--- src/rtl/ps2_pkg.sv ---
// Shared state type, command bytes and parity helper for the PS/2 host transmitter.
package ps2_pkg;

  typedef enum logic [2:0] {
    ST_IDLE,
    ST_INHIBIT,
    ST_REQ,
    ST_SHIFT,
    ST_ACK,
    ST_RECOVER
  } ps2_tx_state_t;

  localparam logic [7:0] PS2_CMD_SET_LED = 8'hED;
  localparam logic [7:0] PS2_CMD_ENABLE  = 8'hF4;
  localparam logic [7:0] PS2_CMD_RESET   = 8'hFF;
  localparam logic [7:0] PS2_ACK         = 8'hFA;

  // PS/2 frames carry odd parity over the 8 data bits.
  function automatic logic odd_parity(input logic [7:0] b);
    return ~^b;
  endfunction

endpackage

--- src/rtl/ps2_host_tx_if.sv ---
// Command handshake between a controller and the PS/2 host transmitter.
interface ps2_host_tx_if;
  logic       tx_valid;
  logic [7:0] tx_data;
  logic       tx_ready;
  logic       done;
  logic       ack_err;

  modport master (output tx_valid, tx_data, input tx_ready, done, ack_err);
  modport slave  (input tx_valid, tx_data, output tx_ready, done, ack_err);
endinterface

--- src/rtl/ps2_sync_edge.sv ---
// Two-flop synchronizer for a raw PS/2 line plus a one-cycle falling-edge pulse.
module ps2_sync_edge (
  input  logic clk,
  input  logic reset,
  input  logic d_in,
  output logic d_sync,
  output logic fall
);
  logic meta_q, sync_q, prev_q;

  // Idle PS/2 lines float high, so reset to 1 to avoid a phantom edge.
  always_ff @(posedge clk) begin
    if (reset) begin
      meta_q <= 1'b1;
      sync_q <= 1'b1;
      prev_q <= 1'b1;
    end else begin
      meta_q <= d_in;
      sync_q <= meta_q;
      prev_q <= sync_q;
    end
  end

  assign d_sync = sync_q;
  assign fall   = prev_q & ~sync_q;
endmodule

--- src/rtl/ps2_host_tx.sv ---
// PS/2 host-to-device byte transmitter (inhibit, request, shift, ACK, recover).
// Optional watchdog on device clock edges: define PS2_TX_TIMEOUT_EN.
//
// state      | meaning
// IDLE       | lines released, ready for a command
// INHIBIT    | holding PS/2 clock low; data pulled low in the last cycle
// REQ        | start bit on data, waiting for the first device clock edge
// SHIFT      | data bits, parity, stop driven on device falling edges
// ACK        | stop released, device ACK sampled on the next falling edge
// RECOVER    | waiting for both lines high, then reporting the result
import ps2_pkg::*;

module ps2_host_tx #(
  parameter int INHIBIT_CYCLES = 5000,
  parameter int TIMEOUT_CYCLES = 1000000
) (
  input  logic         clk,
  input  logic         reset,
  ps2_host_tx_if.slave bus,
  input  logic         ps2_clk_in,
  input  logic         ps2_data_in,
  output logic         ps2_clk_oe,
  output logic         ps2_data_oe
);
  localparam int IW = (INHIBIT_CYCLES > 1) ? $clog2(INHIBIT_CYCLES) : 1;
  localparam logic [IW-1:0] INH_LOAD = IW'(INHIBIT_CYCLES - 1);

  ps2_tx_state_t state, state_nxt;
  logic [IW-1:0] inh_cnt, inh_nxt;
  logic [7:0]    byte_q, byte_nxt;
  logic          par_q, par_nxt;
  logic [3:0]    idx_q, idx_nxt;
  logic          ok_q, ok_nxt;
  logic          done_nxt, err_nxt;
  logic          cur_bit;
  logic          clk_sync, clk_fall;
  logic          data_meta, data_sync;

`ifdef PS2_TX_TIMEOUT_EN
  localparam int WW = (TIMEOUT_CYCLES > 1) ? $clog2(TIMEOUT_CYCLES) : 1;
  localparam logic [WW-1:0] WD_LOAD = WW'(TIMEOUT_CYCLES - 1);
  logic [WW-1:0] wd_q, wd_nxt;
`endif

  ps2_sync_edge u_clk_sync (
    .clk    (clk),
    .reset  (reset),
    .d_in   (ps2_clk_in),
    .d_sync (clk_sync),
    .fall   (clk_fall)
  );

  always_ff @(posedge clk) begin
    if (reset) begin
      data_meta <= 1'b1;
      data_sync <= 1'b1;
    end else begin
      data_meta <= ps2_data_in;
      data_sync <= data_meta;
    end
  end

  // Frame bit for the current index: data LSB-first, parity, then stop.
  always_comb begin
    if (idx_q < 4'd8)       cur_bit = byte_q[idx_q[2:0]];
    else if (idx_q == 4'd8) cur_bit = par_q;
    else                    cur_bit = 1'b1;
  end

  always_comb begin
    state_nxt    = state;
    inh_nxt      = inh_cnt;
    byte_nxt     = byte_q;
    par_nxt      = par_q;
    idx_nxt      = idx_q;
    ok_nxt       = ok_q;
    done_nxt     = 1'b0;
    err_nxt      = 1'b0;
    ps2_clk_oe   = 1'b0;
    ps2_data_oe  = 1'b0;
    bus.tx_ready = 1'b0;
`ifdef PS2_TX_TIMEOUT_EN
    wd_nxt       = wd_q;
`endif
    case (state)
      ST_IDLE: begin
        bus.tx_ready = 1'b1;
        if (bus.tx_valid) begin
          byte_nxt  = bus.tx_data;
          par_nxt   = odd_parity(bus.tx_data);
          inh_nxt   = INH_LOAD;
          state_nxt = ST_INHIBIT;
        end
      end
      ST_INHIBIT: begin
        ps2_clk_oe = 1'b1;
        if (inh_cnt == '0) begin
          ps2_data_oe = 1'b1;
          state_nxt   = ST_REQ;
`ifdef PS2_TX_TIMEOUT_EN
          wd_nxt      = WD_LOAD;
`endif
        end else begin
          inh_nxt = inh_cnt - 1'b1;
        end
      end
      ST_REQ: begin
        ps2_data_oe = 1'b1;
        if (clk_fall) begin
          idx_nxt   = 4'd0;
          state_nxt = ST_SHIFT;
        end
      end
      ST_SHIFT: begin
        ps2_data_oe = ~cur_bit;
        if (clk_fall) begin
          idx_nxt = idx_q + 4'd1;
          if (idx_q == 4'd8) state_nxt = ST_ACK;
        end
      end
      ST_ACK: begin
        if (clk_fall) begin
          ok_nxt    = ~data_sync;
          state_nxt = ST_RECOVER;
        end
      end
      ST_RECOVER: begin
        if (clk_sync && data_sync) begin
          done_nxt  = ok_q;
          err_nxt   = ~ok_q;
          state_nxt = ST_IDLE;
        end
      end
      default: state_nxt = ST_IDLE;
    endcase
`ifdef PS2_TX_TIMEOUT_EN
    // Any device edge while the device owns the clock restarts the watchdog.
    if (state inside {ST_REQ, ST_SHIFT, ST_ACK}) begin
      if (clk_fall) begin
        wd_nxt = WD_LOAD;
      end else if (wd_q == '0) begin
        state_nxt   = ST_IDLE;
        err_nxt     = 1'b1;
        ps2_clk_oe  = 1'b0;
        ps2_data_oe = 1'b0;
      end else begin
        wd_nxt = wd_q - 1'b1;
      end
    end
`endif
  end

  always_ff @(posedge clk) begin
    if (reset) begin
      state       <= ST_IDLE;
      inh_cnt     <= '0;
      byte_q      <= '0;
      par_q       <= 1'b0;
      idx_q       <= '0;
      ok_q        <= 1'b0;
      bus.done    <= 1'b0;
      bus.ack_err <= 1'b0;
`ifdef PS2_TX_TIMEOUT_EN
      wd_q        <= '0;
`endif
    end else begin
      state       <= state_nxt;
      inh_cnt     <= inh_nxt;
      byte_q      <= byte_nxt;
      par_q       <= par_nxt;
      idx_q       <= idx_nxt;
      ok_q        <= ok_nxt;
      bus.done    <= done_nxt;
      bus.ack_err <= err_nxt;
`ifdef PS2_TX_TIMEOUT_EN
      wd_q        <= wd_nxt;
`endif
    end
  end
endmodule

--- src/flat_wrapper.sv ---
// flat-port wrapper written by rule: the top's interface ports become plain ports
module ps2_host_tx_flat 
#(
  parameter int INHIBIT_CYCLES = 5000,
  parameter int TIMEOUT_CYCLES = 1000000
)
  (clk, reset, ps2_clk_in, ps2_data_in, ps2_clk_oe, ps2_data_oe, bus_tx_valid, bus_tx_data, bus_tx_ready, bus_done, bus_ack_err);
  ps2_host_tx_if bus_i ();
  input  logic clk;
  input  logic reset;
  input  logic ps2_clk_in;
  input  logic ps2_data_in;
  output logic ps2_clk_oe;
  output logic ps2_data_oe;
  input wire logic [$bits(bus_i.tx_valid)-1:0] bus_tx_valid;
  input wire logic [$bits(bus_i.tx_data)-1:0] bus_tx_data;
  output wire logic [$bits(bus_i.tx_ready)-1:0] bus_tx_ready;
  output wire logic [$bits(bus_i.done)-1:0] bus_done;
  output wire logic [$bits(bus_i.ack_err)-1:0] bus_ack_err;
  assign bus_i.tx_valid = bus_tx_valid;
  assign bus_i.tx_data = bus_tx_data;
  assign bus_tx_ready = bus_i.tx_ready;
  assign bus_done = bus_i.done;
  assign bus_ack_err = bus_i.ack_err;
  ps2_host_tx #(.INHIBIT_CYCLES(INHIBIT_CYCLES), .TIMEOUT_CYCLES(TIMEOUT_CYCLES)) u_core (.clk(clk), .reset(reset), .bus(bus_i), .ps2_clk_in(ps2_clk_in), .ps2_data_in(ps2_data_in), .ps2_clk_oe(ps2_clk_oe), .ps2_data_oe(ps2_data_oe));
endmodule
--- config.mk ---
export PLATFORM = sky130hd
export DESIGN_NAME = ps2_host_tx_flat
export DESIGN_NICKNAME = d
export VERILOG_FILES = /design/src/rtl/ps2_pkg.sv /design/src/rtl/ps2_host_tx_if.sv /design/src/rtl/ps2_sync_edge.sv /design/src/rtl/ps2_host_tx.sv /design/src/flat_wrapper.sv
export SDC_FILE = /design/constraint.sdc
export NUM_CORES = 1
export LEC_CHECK = 0
export ABC_CLOCK_PERIOD_IN_PS = 4470
export BUFFER_PORTS_ARGS = -buffer_cell sky130_fd_sc_hd__buf_2
export CAP_MARGIN = 10
export CORE_ASPECT_RATIO = 1.4
export CORE_MARGIN = 2
export CORE_UTILIZATION = 49
export CTS_CLUSTER_SIZE = 10
export DETAILED_ROUTE_END_ITERATION = 10
export PLACE_DENSITY_LB_ADDON = 0.3
export SLEW_MARGIN = 30
export SYNTH_ARGS = -nofsm -noshare
export SYNTH_HDL_FRONTEND = slang
export SYNTH_SLANG_ARGS = --single-unit
--- constraint.sdc ---
create_clock -name clk -period 4.47 [get_ports clk]
set_clock_uncertainty 0.1 [all_clocks]
set_input_delay 1.1175 -clock clk [delete_from_list [all_inputs] [get_ports clk]]
set_output_delay 1.1175 -clock clk [all_outputs]
set_load 0.005 [all_outputs]
==> impl_metrics.yaml <==
outcome:
  status: "completed"
routing:
  dr_wl_met3_um: 105
  route.vias.total: 1564
  drc: 0
  wl_met1_um: 1681
  drtAntennaViolNets: 0
  wire_per_inst_um: 14.27
  dr.first_iter.drc_count: 54
  drt_wl_total_um: 3797
  routed_via_density: 5.880
  dr.max_layer_used: "met4"
  wl_met2_um: 1931
  dr.pass1.iters: 4
timing:
  hold_viol: 0
  rsz0062_at_grt: "false"
  max_freq_mhz: 327.3
  period_share_pct: 68.36
  drv_slew: 0
  layout_setup_ws_ns: 1.414
  setup_viol: 0
  worst_slew_pin_slew_ns: 0.7507
  fin_crit_ns: 3.056
  max-slew-margin-rel_pct: 49.65
  setup_tns_ns: 0
setup_path:
  critPathBufInv: 1
  cp-end-kind: "output port"
  crit_chain: "mux4_2 -> mux2i_1 -> a221oi_1 -> o21ai_0 -> buf_2"
  rr_worst_depth: 6
  path_class: "flop to output port"
  worstPathArrival_ns: 1.84
  cp.depth: 5
  path_max_fanout: 7
  critPathTopFamily: "multiplexers"
  worstPathRequired_ns: 3.25
  cp_slowest_cell: "mux4_2"
  slowest_delay_ns: 0.54
  startpoint_type: "flop"
layout:
  layout.nets: 239
  drive_gt1_share_pct: 16.96
  layout_commonest_cell: "dfxtp_1"
  final_cell_mix: "dfxtp_1 (37), nand2_1 (25), a21oi_1 (24)"
  post-route-util_pct: 57.03
  n_antenna_cell: 0
  area_growth_pct: 12.79
floorplanning:
  die_y_um: 75.90
  initial_utilization_pct: 50.56
  dieArea_mm2: 0.004201
  ioPinCount: 18
  die_x_um: 55.36
  core_area_mm2: 0.003578
  num_rows: 26
min_path:
  min_path_cells: 1
  hold_class: "flop to flop"
cts:
  clk_pin_slew_ns: 0.07
  cts_buffers: 5
  clock-root-buffer: "clkbuf_8"
  cts.sinks: 37
  max-clock-path-buffers: 2
  cts_tree: "built"
  htreeDepth: 2
  holdBufCountCts: 0
  cts_resized: 0
  cts_setup_buffers: 0
  clock_latency_ns: 0.29
global_routing:
  grt_pass1_vias: 1386
  grt_use_total_pct: 19.19
  grt_overflow: 0
  grt_max_degree: 34
  antenna_found_initial: 0
  grt_pass1_wl_um: 6265
yosys:
  yosysWarnings: 0
  synth_top_cell_area_share_pct: 40.94
  synth_fp_nets: 226
  synth_area_mm2: 0.001809
  synth_area_leaders: "dfxtp_1 (41%), a21oi_1 (6.6%), nand2_1 (5.2%)"
  yosysSeqAreaShare_pct: 40.94
  synth_cell_types: 41
  syn_avg_cell_area_um2: 8.615
  synthCells: 210
  ys_ff_latch: 37
  yosysTopAreaCell: "dfxtp_1"
  async_flop_share_pct: 0
  synth_top_flop_cell: "dfxtp_1"
  synth_edf_count: 0
place:
  dpl_worst_slack_ns: 1.719
  place.gp.congestion: 0.7762
  hpwl_um: 2636
  port_buffers: 17
power:
  leakage_nw: 0.7210
  vdd_drop_max_mv: 0.3095
  power_density_mw_per_mm2: 424.3
  power_mw: 0.8659
job:
  maxCapViolations: 0
==> sequential cells by signal (all words and copies together), names as in the netlist <==
register,count
u_core.bus.ack_err,1
u_core.bus.done,1
u_core.byte_q,8
u_core.data_meta,1
u_core.data_sync,1
u_core.idx_q,4
u_core.inh_cnt,13
u_core.ok_q,1
u_core.par_q,1
u_core.state,3
u_core.u_clk_sync.d_sync,1
u_core.u_clk_sync.meta_q,1
u_core.u_clk_sync.prev_q,1
==> worst reg2reg max path, delay by kind of cell (launching register included) <==
family | cells | cell delay [ns]
AND/OR/NAND/NOR | 2 | 0.71
flip-flops | 1 | 0.35
buffers and inverters | 1 | 0.09
AO/OA/AOI/OAI | 2 | 0.79
adder cells (fa/ha/maj) | 1 | 0.18
==> routing by layer <==
| layer | GRT usage, % | up-vias |
|---|---|---|
| li1 | - | 797 |
| met1 | 22.57 | 735 |
| met2 | 33.47 | 25 |
| met3 | 3.905 | 7 |
| met4 | 10.03 | 0 |
| met5 | 0 | - |
==> metrics by stage <==
step / cell area (um^2) / hold WS (ns) / cells
after floorplan: 1809 / 0.2895 / 210
after global placement: 1902 / 0.2921 / 258
after detailed placement: 1907 / 0.2958 / 258
after CTS: 2041 / 0.3132 / 266
after global routing: 2041 / 0.3223 / 266
final: 2041 / 0.3098 / 266
==> kinds of logic (layout without fill, tap and decap cells) <==
logic type	Yosys count	in the layout	share of synthesized area, %
and+or+nand+nor	90	90	28.77
adders and majority gates	3	3	2.075
DFF	37	37	40.94
AOI/OAI and AO/OA	51	51	17.36
muxes	3	3	3.043
buffers and inverters	18	32	3.942
xor gates and xnor gates	8	8	3.873
==> final cells by class <==
type	count	area (um^2)
Clock inverter	3	65.06
Sequential cell	37	740.7
Multi-Input combinational cell	155	1002
Fill cell	341	1538
Inverter	7	26.28
Clock buffer	5	68.82
Tap cell	42	52.55
Timing Repair Buffer	17	85.08
==> path summary, 6_finish.rpt <==
| path | startpoint | slack (ns) | endpoint |
|---|---|---|---|
| setup / recovery | u_core.idx_q[0] | 1.41 | ps2_data_oe |
| hold / removal | u_core.u_clk_sync.meta_q | 0.31 | u_core.u_clk_sync.d_sync |
| setup reg to reg | u_core.inh_cnt[0] | 2.11 | u_core.inh_cnt[7] |
| hold reg to reg | u_core.u_clk_sync.meta_q | 0.31 | u_core.u_clk_sync.d_sync |
==> power by group <==
| part | switching [mW] | leakage [nW] | total, mW | internal (mW) |
|---|---|---|---|---|
| logic | 0.0869 | 0.350 | 0.149 | 0.0620 |
| clock network | 0.121 | 0.0681 | 0.342 | 0.222 |
| registers | 0.0235 | 0.303 | 0.375 | 0.351 |
| total | 0.231 | 0.721 | 0.866 | 0.635 |
==> cells in the mapped netlist (2+ instances only) <==
| master | n |
|---|---|
| nor4_1 | 3 |
| or3_1 | 2 |
| or4b_1 | 2 |
| a21oi_1 | 24 |
| mux4_2 | 2 |
| nor3b_1 | 3 |
| and2_1 | 3 |
| buf_2 | 3 |
| ha_1 | 3 |
| inv_1 | 7 |
| nand2_1 | 25 |
| nand3_1 | 5 |
| nor2b_1 | 3 |
| o21ai_0 | 6 |
| xnor2_1 | 6 |
| clkbuf_1 | 8 |
| or4_1 | 6 |
| o31ai_1 | 7 |
| nor2_1 | 8 |
| or2_2 | 7 |
| nor3_1 | 6 |
| nand2b_1 | 4 |
| a31oi_1 | 4 |
| xor2_1 | 2 |
| nand4_1 | 4 |
| a311oi_1 | 3 |
| nand3b_1 | 2 |
| nor4b_1 | 3 |
| dfxtp_1 | 37 |
Power figures use the tool's default switching activity.
